==> src/rtl/video_timing_pattern_gen.sv <==
// Raster timing generator with bars/solid/gradient/grid test patterns; define VTG_SCROLL_EN to scroll bars and gradient one pixel per frame.
// Outputs are registered one ce-cycle after the counters; there is no backpressure, and ce=0 freezes all state and outputs.
module video_timing_pattern_gen #(
  parameter int   H_ACTIVE  = 640,
  parameter int   H_FP      = 16,
  parameter int   H_SYNC    = 96,
  parameter int   H_BP      = 48,
  parameter int   V_ACTIVE  = 480,
  parameter int   V_FP      = 10,
  parameter int   V_SYNC    = 2,
  parameter int   V_BP      = 33,
  parameter logic HS_POL    = 1'b0,
  parameter logic VS_POL    = 1'b0,
  parameter int   CW        = 8,
  parameter int   GRID_LOG2 = 4
) (
  input  logic            clk,
  input  logic            rst,
  input  logic            ce,
  input  logic [1:0]      mode,
  input  logic [3*CW-1:0] solid_rgb,
  output logic            hsync,
  output logic            vsync,
  output logic            de,
  output logic [11:0]     x,
  output logic [11:0]     y,
  output logic [CW-1:0]   red,
  output logic [CW-1:0]   green,
  output logic [CW-1:0]   blue,
  output logic            frame_start
);
  localparam int H_TOTAL = H_ACTIVE + H_FP + H_SYNC + H_BP;
  localparam int V_TOTAL = V_ACTIVE + V_FP + V_SYNC + V_BP;
  localparam int BAR_W   = H_ACTIVE / 8;

  localparam logic [11:0] H_ACT  = 12'(H_ACTIVE);
  localparam logic [11:0] H_LAST = 12'(H_TOTAL - 1);
  localparam logic [11:0] HS_ON  = 12'(H_ACTIVE + H_FP);
  localparam logic [11:0] HS_OFF = 12'(H_ACTIVE + H_FP + H_SYNC);
  localparam logic [11:0] V_ACT  = 12'(V_ACTIVE);
  localparam logic [11:0] V_LAST = 12'(V_TOTAL - 1);
  localparam logic [11:0] VS_ON  = 12'(V_ACTIVE + V_FP);
  localparam logic [11:0] VS_OFF = 12'(V_ACTIVE + V_FP + V_SYNC);

  logic [11:0]     hc, vc;
  logic [1:0]      mode_q;
  logic [3*CW-1:0] rgb_q;

  logic h_last, v_last, at_origin, active, hs_act, vs_act;
  assign h_last    = (hc == H_LAST);
  assign v_last    = (vc == V_LAST);
  assign at_origin = (hc == 12'd0) && (vc == 12'd0);
  assign active    = (hc < H_ACT) && (vc < V_ACT);
  assign hs_act    = (hc >= HS_ON) && (hc < HS_OFF);
  assign vs_act    = (vc >= VS_ON) && (vc < VS_OFF);

  // The origin pixel must already see the newly sampled mode/colour so a frame is never split.
  logic [1:0]      mode_e;
  logic [3*CW-1:0] rgb_e;
  assign mode_e = at_origin ? mode : mode_q;
  assign rgb_e  = at_origin ? solid_rgb : rgb_q;

  logic [11:0] x_eff;
  logic [2:0]  k;

`ifdef VTG_SCROLL_EN
  logic [11:0] frame_cnt, scroll_off;
  logic [12:0] x_sum;

  // scroll_off tracks frame_cnt mod H_ACTIVE incrementally, so x_eff needs no divider.
  always_ff @(posedge clk or posedge rst) begin
    if (rst) begin
      frame_cnt  <= '0;
      scroll_off <= '0;
    end else if (ce && h_last && v_last) begin
      frame_cnt  <= frame_cnt + 12'd1;
      scroll_off <= (frame_cnt == 12'hFFF || scroll_off == H_ACT - 12'd1) ? '0 : scroll_off + 12'd1;
    end
  end

  always_comb begin
    x_sum = {1'b0, hc} + {1'b0, scroll_off};
    x_eff = (x_sum >= {1'b0, H_ACT}) ? 12'(x_sum - {1'b0, H_ACT}) : x_sum[11:0];
    k     = 3'd0;
    for (int i = 1; i < 8; i++)
      if (x_eff >= 12'(i * BAR_W)) k = 3'(i);
  end
`else
  logic [2:0]  bar_k;
  logic [11:0] bar_cnt;

  // bar_k/bar_cnt describe the same pixel as hc; the last bar absorbs the division remainder.
  always_ff @(posedge clk or posedge rst) begin
    if (rst) begin
      bar_k   <= '0;
      bar_cnt <= '0;
    end else if (ce) begin
      if (h_last) begin
        bar_k   <= '0;
        bar_cnt <= '0;
      end else if (bar_cnt == 12'(BAR_W - 1)) begin
        bar_cnt <= '0;
        if (bar_k != 3'd7) bar_k <= bar_k + 3'd1;
      end else begin
        bar_cnt <= bar_cnt + 12'd1;
      end
    end
  end

  assign x_eff = hc;
  assign k     = bar_k;
`endif

  logic [CW-1:0] r_n, g_n, b_n, gsum;
  logic          grid_on;

  always_comb begin
    r_n     = '0;
    g_n     = '0;
    b_n     = '0;
    gsum    = x_eff[CW-1:0] + vc[CW-1:0];
    grid_on = (hc[GRID_LOG2-1:0] == '0) || (vc[GRID_LOG2-1:0] == '0) ||
              (hc == H_ACT - 12'd1) || (vc == V_ACT - 12'd1);
    case (mode_e)
      2'd0: begin
        r_n = {CW{~k[2]}};
        g_n = {CW{~k[1]}};
        b_n = {CW{~k[0]}};
      end
      2'd1: {r_n, g_n, b_n} = rgb_e;
      2'd2: begin
        r_n = x_eff[CW-1:0];
        g_n = vc[CW-1:0];
        b_n = gsum;
      end
      default: begin
        r_n = {CW{grid_on}};
        g_n = {CW{grid_on}};
        b_n = {CW{grid_on}};
      end
    endcase
  end

  always_ff @(posedge clk or posedge rst) begin
    if (rst) begin
      hc          <= '0;
      vc          <= '0;
      mode_q      <= '0;
      rgb_q       <= '0;
      hsync       <= ~HS_POL;
      vsync       <= ~VS_POL;
      de          <= 1'b0;
      x           <= '0;
      y           <= '0;
      red         <= '0;
      green       <= '0;
      blue        <= '0;
      frame_start <= 1'b0;
    end else if (ce) begin
      if (h_last) begin
        hc <= '0;
        vc <= v_last ? '0 : vc + 12'd1;
      end else begin
        hc <= hc + 12'd1;
      end
      if (at_origin) begin
        mode_q <= mode;
        rgb_q  <= solid_rgb;
      end
      hsync       <= hs_act ? HS_POL : ~HS_POL;
      vsync       <= vs_act ? VS_POL : ~VS_POL;
      de          <= active;
      x           <= active ? hc : '0;
      y           <= active ? vc : '0;
      red         <= active ? r_n : '0;
      green       <= active ? g_n : '0;
      blue        <= active ? b_n : '0;
      frame_start <= at_origin;
    end
  end
endmodule

==> config.mk <==
export PLATFORM = sky130hd
export DESIGN_NAME = video_timing_pattern_gen
export DESIGN_NICKNAME = d
export VERILOG_FILES = /design/src/rtl/video_timing_pattern_gen.sv
export SDC_FILE = /design/constraint.sdc
export NUM_CORES = 1
export LEC_CHECK = 0
export BUFFER_PORTS_ARGS = -buffer_cell sky130_fd_sc_hd__buf_2
export CAP_MARGIN = 20
export CORE_UTILIZATION = 30
export CTS_BUF_LIST = sky130_fd_sc_hd__clkbuf_8
export DETAILED_ROUTE_END_ITERATION = 12
export GPL_TIMING_DRIVEN = 0
export PLACE_DENSITY = 0.45
export SKIP_LAST_GASP = 1
export SLEW_MARGIN = 20
export SYNTH_ARGS = -nofsm -noshare
export SYNTH_HDL_FRONTEND = slang
export SYNTH_SLANG_ARGS = --single-unit
==> constraint.sdc <==
create_clock -name clk -period 6 [get_ports clk]
set_clock_uncertainty 0.1 [all_clocks]
set_input_delay 0.3 -clock clk [delete_from_list [all_inputs] [get_ports clk]]
set_output_delay 0.3 -clock clk [all_outputs]
set_load 0.01 [all_outputs]
==> results.md <==
Outcome:
- The flow ran to the end, and the final reports show no timing, DRC or antenna violations.

STA:
- The final critical delay including setup and external delays is 3.69 ns.
- The number of max-slew violations in the final report came to 0.
- Setup violations remaining at the end of the flow were counted as 0.
- Headroom to the max-slew limit came out at 43.8%.
- Hold timing on the final database bottoms out at a slack of 0.0451 ns.
- The final worst setup slack is 2.31 ns.
- Setup repair after global routing left no endpoint under its margin.
- Adding up every negative setup slack in the final design gives 0 ns.
- The pin slew with the least headroom to its limit is 0.835 ns.
- The upper clock frequency limit is 271 MHz.
- The final count of hold timing violations is 0.
- The period utilization is 61.5%.

Placed design:
- The total instance count after detailed placement is 952.
- At the end of routability-driven placement, the weighted congestion stood at 0.827.
- Once detailed placement completed, the half-perimeter wirelength came to 13400 um.
- Before CTS, the worst setup slack after placement is 2.35 ns.
- The placed instances occupy a cell area of 0.00698 mm^2.
- The number of buffers inserted by port buffering is 80.

Yosys:
- The number of synthesized register bits is 117.
- The post-synth design cell area is 0.00621 mm^2.
- In this run, distinct cell masters in the synthesized netlist total 76.
- The mean cell area of the mapped netlist is 10.3 um^2.
- The dominant combinational cell family by area after synthesis is simple AND/OR/NAND/NOR gates.
- The part of the Yosys area used for sequential elements is 47.2%.
- Summing the areas of all and, or, nand and nor instances in the mapped netlist gives 21.7% of the synthesized area.
- Synthesis handed over a netlist of 601 instances.
- The portion of synthesized area spent on multiplexers is 6.03%.
- Summing the areas of all fa, ha and maj instances in the mapped netlist gives 3.14% of the synthesized area.
- In the synthesized netlist the async set-or-reset flop fraction comes to 100%.
- The number of nets in the synthesized netlist is 645.
- Summing the areas of all xor and xnor instances in the mapped netlist gives 4.52% of the synthesized area.
- The area fraction in compound gates after synthesis is 13.5%.
- Yosys mapped a number of flops with a built-in enable equal to 0.
- The Yosys step of the flow raised 0 warnings.
- The flip-flop cell with the highest count after synthesis is sky130_fd_sc_hd__dfrtp_1.

Pwr:
- Across the VDD grid, the largest voltage drop is 0.148 mV.
- The leakage power total is 3.44 nW.
- The power per unit of standard cell area is 269 mW/mm^2.
- The completed layout was analyzed and its total power is 2.04 mW.

Job:
- Across the run, the number of max-cap violations was 0.

Clock network:
- The CTS tree is yes.
- The count of H-tree levels built during CTS is 4.
- Clock tree synthesis found a total of 117 sinks.
- The post-CTS setup buffer count is 0.
- Clock tree synthesis selected as its root buffer the cell sky130_fd_sc_hd__clkbuf_8.
- At the later pin of the worst-skew pair, clock insertion delay measures 0.45 ns.
- The buffer depth of the longest clock path is 2.
- The register clock-pin slew on the reported worst setup and hold paths is 0.08 ns.
- The number of buffers added by the clock tree synthesis step is 17.

Critical path:
- The worst reg-to-reg path cell count is 9.
- The data arrival time of the critical path is 3.93 ns.
- In this run the worst path has a maximum fanout of 10.
- The element type at the critical path start is a register.
- Across all register-to-register paths, the minimum setup slack is 2.31 ns.
- The beginning of the worst register-to-register path is hc[1]$_DFFE_PP0P_.
- For the worst setup path, the data required time is 6.24 ns.
- By startpoint and endpoint, the worst setup path is classified as register to register.
- The critical register-to-register path endpoint is red[3]$_DFFE_PP0P_.
- The capturing element type of the critical path is a register.

Floorplanning:
- The initial core utilization is 30.7%.
- The core footprint is 0.0202 mm^2.
- The die covers 0.0213 mm^2.
- Measured along the y axis, the die boundary spans 146 um.
- The floorplan row count is 52.
- The width of the chip is 146 um.
- The number of top-level pins is 81.

GRT:
- In the global route stage, overall resource usage came out at 17.9%.
- The number of antenna violations at the first check in global routing was 0.
- Entering global routing, the biggest net connects 71 pins.
- For this run the aggregate overflow at the end of global routing stands at 0.
- The wire length of the first global-routing pass is 29400 um.
- The via count of the first global-routing pass was 5174.

Cells and area:
- The final cell utilization of the core is 37.6%.
- The share of final-layout standard cells stronger than drive strength 1 is 24.4%.
- After filler insertion, the fill cell instance count of the layout stands at 2069.
- The finished layout holds 1008 standard cells, fillers aside.
- Summing all non-filler instances in the final layout gives an area of 0.00761 mm^2.
- Leaving out fill and tap cells, the most frequent cell in the layout is sky130_fd_sc_hd__dfrtp_1.
- In the layout the commonest cells are 115 x sky130_fd_sc_hd__dfrtp_1, 87 x sky130_fd_sc_hd__buf_2, 55 x sky130_fd_sc_hd__nand2_1.
- The relative area change from synthesis to final layout is 22.6%.
- The number of nets in the layout is 769.
- The number of antenna repair diodes is 0.

Routing:
- The starting DRC count in detailed routing is 322.
- Dividing the detail-routed via count by the number of cells gives 5.10.
- For this run, design rule violations remaining after detail routing come to 0.
- The wire length after detailed routing is 18400 um.
- The first TritonRoute pass finished after 4 iterations.
- The routed length per instance is 18.2 um.
- The number of nets still failing antenna checks after routing is 0.
- The final route contains 5142 vias.

Hold path:
- The start point of the worst hold path is solid_rgb[22].
- The path class of the tightest hold or removal check is input pin to register.
- The worst hold path terminates at rgb_q[22]$_DFFE_PP0P_.
- Counting instances, the worst hold path has a depth of 2.
==> flip-flops by register name (all words and copies together), names as in the netlist <==
name and flops:
blue 8, rgb_q 24, frame_start 1, mode_q 2, vsync 1, x 12, red 8, vc 12
y 12, de 1, bar_k 3, hc 12, bar_cnt 12, hsync 1, green 8
==> report_power, final <==
part,switching [mW],leakage [nW],internal (mW),total [mW]
Combinational,0.226,1.73,0.166,0.392
Clock,0.359,0.193,0.370,0.730
Sequential,0.0694,1.52,0.852,0.921
==> final cells by class <==
cell class / count / area (um^2) / area share (%)
clock inverters: 15 / 155 / 2.04
multi-input cells: 430 / 3040 / 39.9
inverters: 14 / 57.6 / 0.757
plain buffers: 40 / 189 / 2.48
repair buffers: 105 / 668 / 8.78
clock buffers: 17 / 234 / 3.08
flip-flops and latches: 117 / 2930 / 38.5
well taps: 270 / 338 / 4.44
==> synth_stat cells, types with 14 or more instances <==
cell type / number / share of area [%]
sky130_fd_sc_hd__a21oi_1: 17 / 1.4
sky130_fd_sc_hd__a22o_1: 21 / 3.0
sky130_fd_sc_hd__clkbuf_1: 28 / 1.7
sky130_fd_sc_hd__dfrtp_1: 115 / 46
sky130_fd_sc_hd__ha_1: 14 / 2.8
sky130_fd_sc_hd__mux2_2: 28 / 5.1
sky130_fd_sc_hd__nand2_1: 55 / 3.3
sky130_fd_sc_hd__nand3_1: 49 / 4.0
sky130_fd_sc_hd__nor2_1: 28 / 1.7
sky130_fd_sc_hd__nor2b_1: 19 / 1.9
sky130_fd_sc_hd__nor3_1: 16 / 1.3
sky130_fd_sc_hd__o21ai_0: 18 / 1.5
sky130_fd_sc_hd__xnor2_1: 17 / 2.4
sky130_fd_sc_hd__xor2_1: 15 / 2.1
==> what timing repair did <==
| item | in CTS | in global routing |
|---|---|---|
| resized for setup | 0 | 0 |
| endpoints found under the setup margin | 0 | 0 |
| hold buffers | 24 | 0 |
| endpoints found under the hold margin | 70 | 0 |
==> worst max path at each step <==
stage / from / to / depth (start not counted)
floorplan: rst / bar_cnt[0]$_DFFE_PP0P_ / 1
global placement: rst / y[10]$_DFFE_PP0P_ / 2
detailed placement: hc[1]$_DFFE_PP0P_ / red[2]$_DFFE_PP0P_ / 9
CTS: hc[1]$_DFFE_PP0P_ / red[2]$_DFFE_PP0P_ / 9
global route: hc[1]$_DFFE_PP0P_ / red[2]$_DFFE_PP0P_ / 9
finish: hc[1]$_DFFE_PP0P_ / red[3]$_DFFE_PP0P_ / 9
==> metal layers <==
| layer | vias up | wire [um] | part of all wire [%] | GRT usage, % |
|---|---|---|---|---|
| met1 | 2531 | 8770 | 48 | 24.6 |
| met5 | - | 0 | 0 | 0 |
| met4 | 0 | 351 | 1.9 | 6.42 |
| met2 | 130 | 8410 | 46 | 28.0 |
| li1 | 2457 | - | - | - |
| met3 | 24 | 837 | 4.6 | 3.67 |
==> worst max-delay path: stages, from the launching register on <==
cell and delay [ns]:
sky130_fd_sc_hd__dfrtp_1 0.56, sky130_fd_sc_hd__inv_1 0.15, sky130_fd_sc_hd__ha_1 0.15, sky130_fd_sc_hd__nor3b_1 0.40, sky130_fd_sc_hd__nand4b_1 0.49, sky130_fd_sc_hd__nor2_8 0.38, sky130_fd_sc_hd__mux2i_2 0.58, sky130_fd_sc_hd__buf_2 0.34
sky130_fd_sc_hd__nand2_1 0.11, sky130_fd_sc_hd__a311o_1 0.32
==> cells by family after synthesis <==
group / count (synthesis)
buf+inv: 54
fa+ha+maj: 15
compound gates: 111
flops: 117
simple gates: 239
mux: 33
xor+xnor: 32
Power figures use the tool's default switching activity.
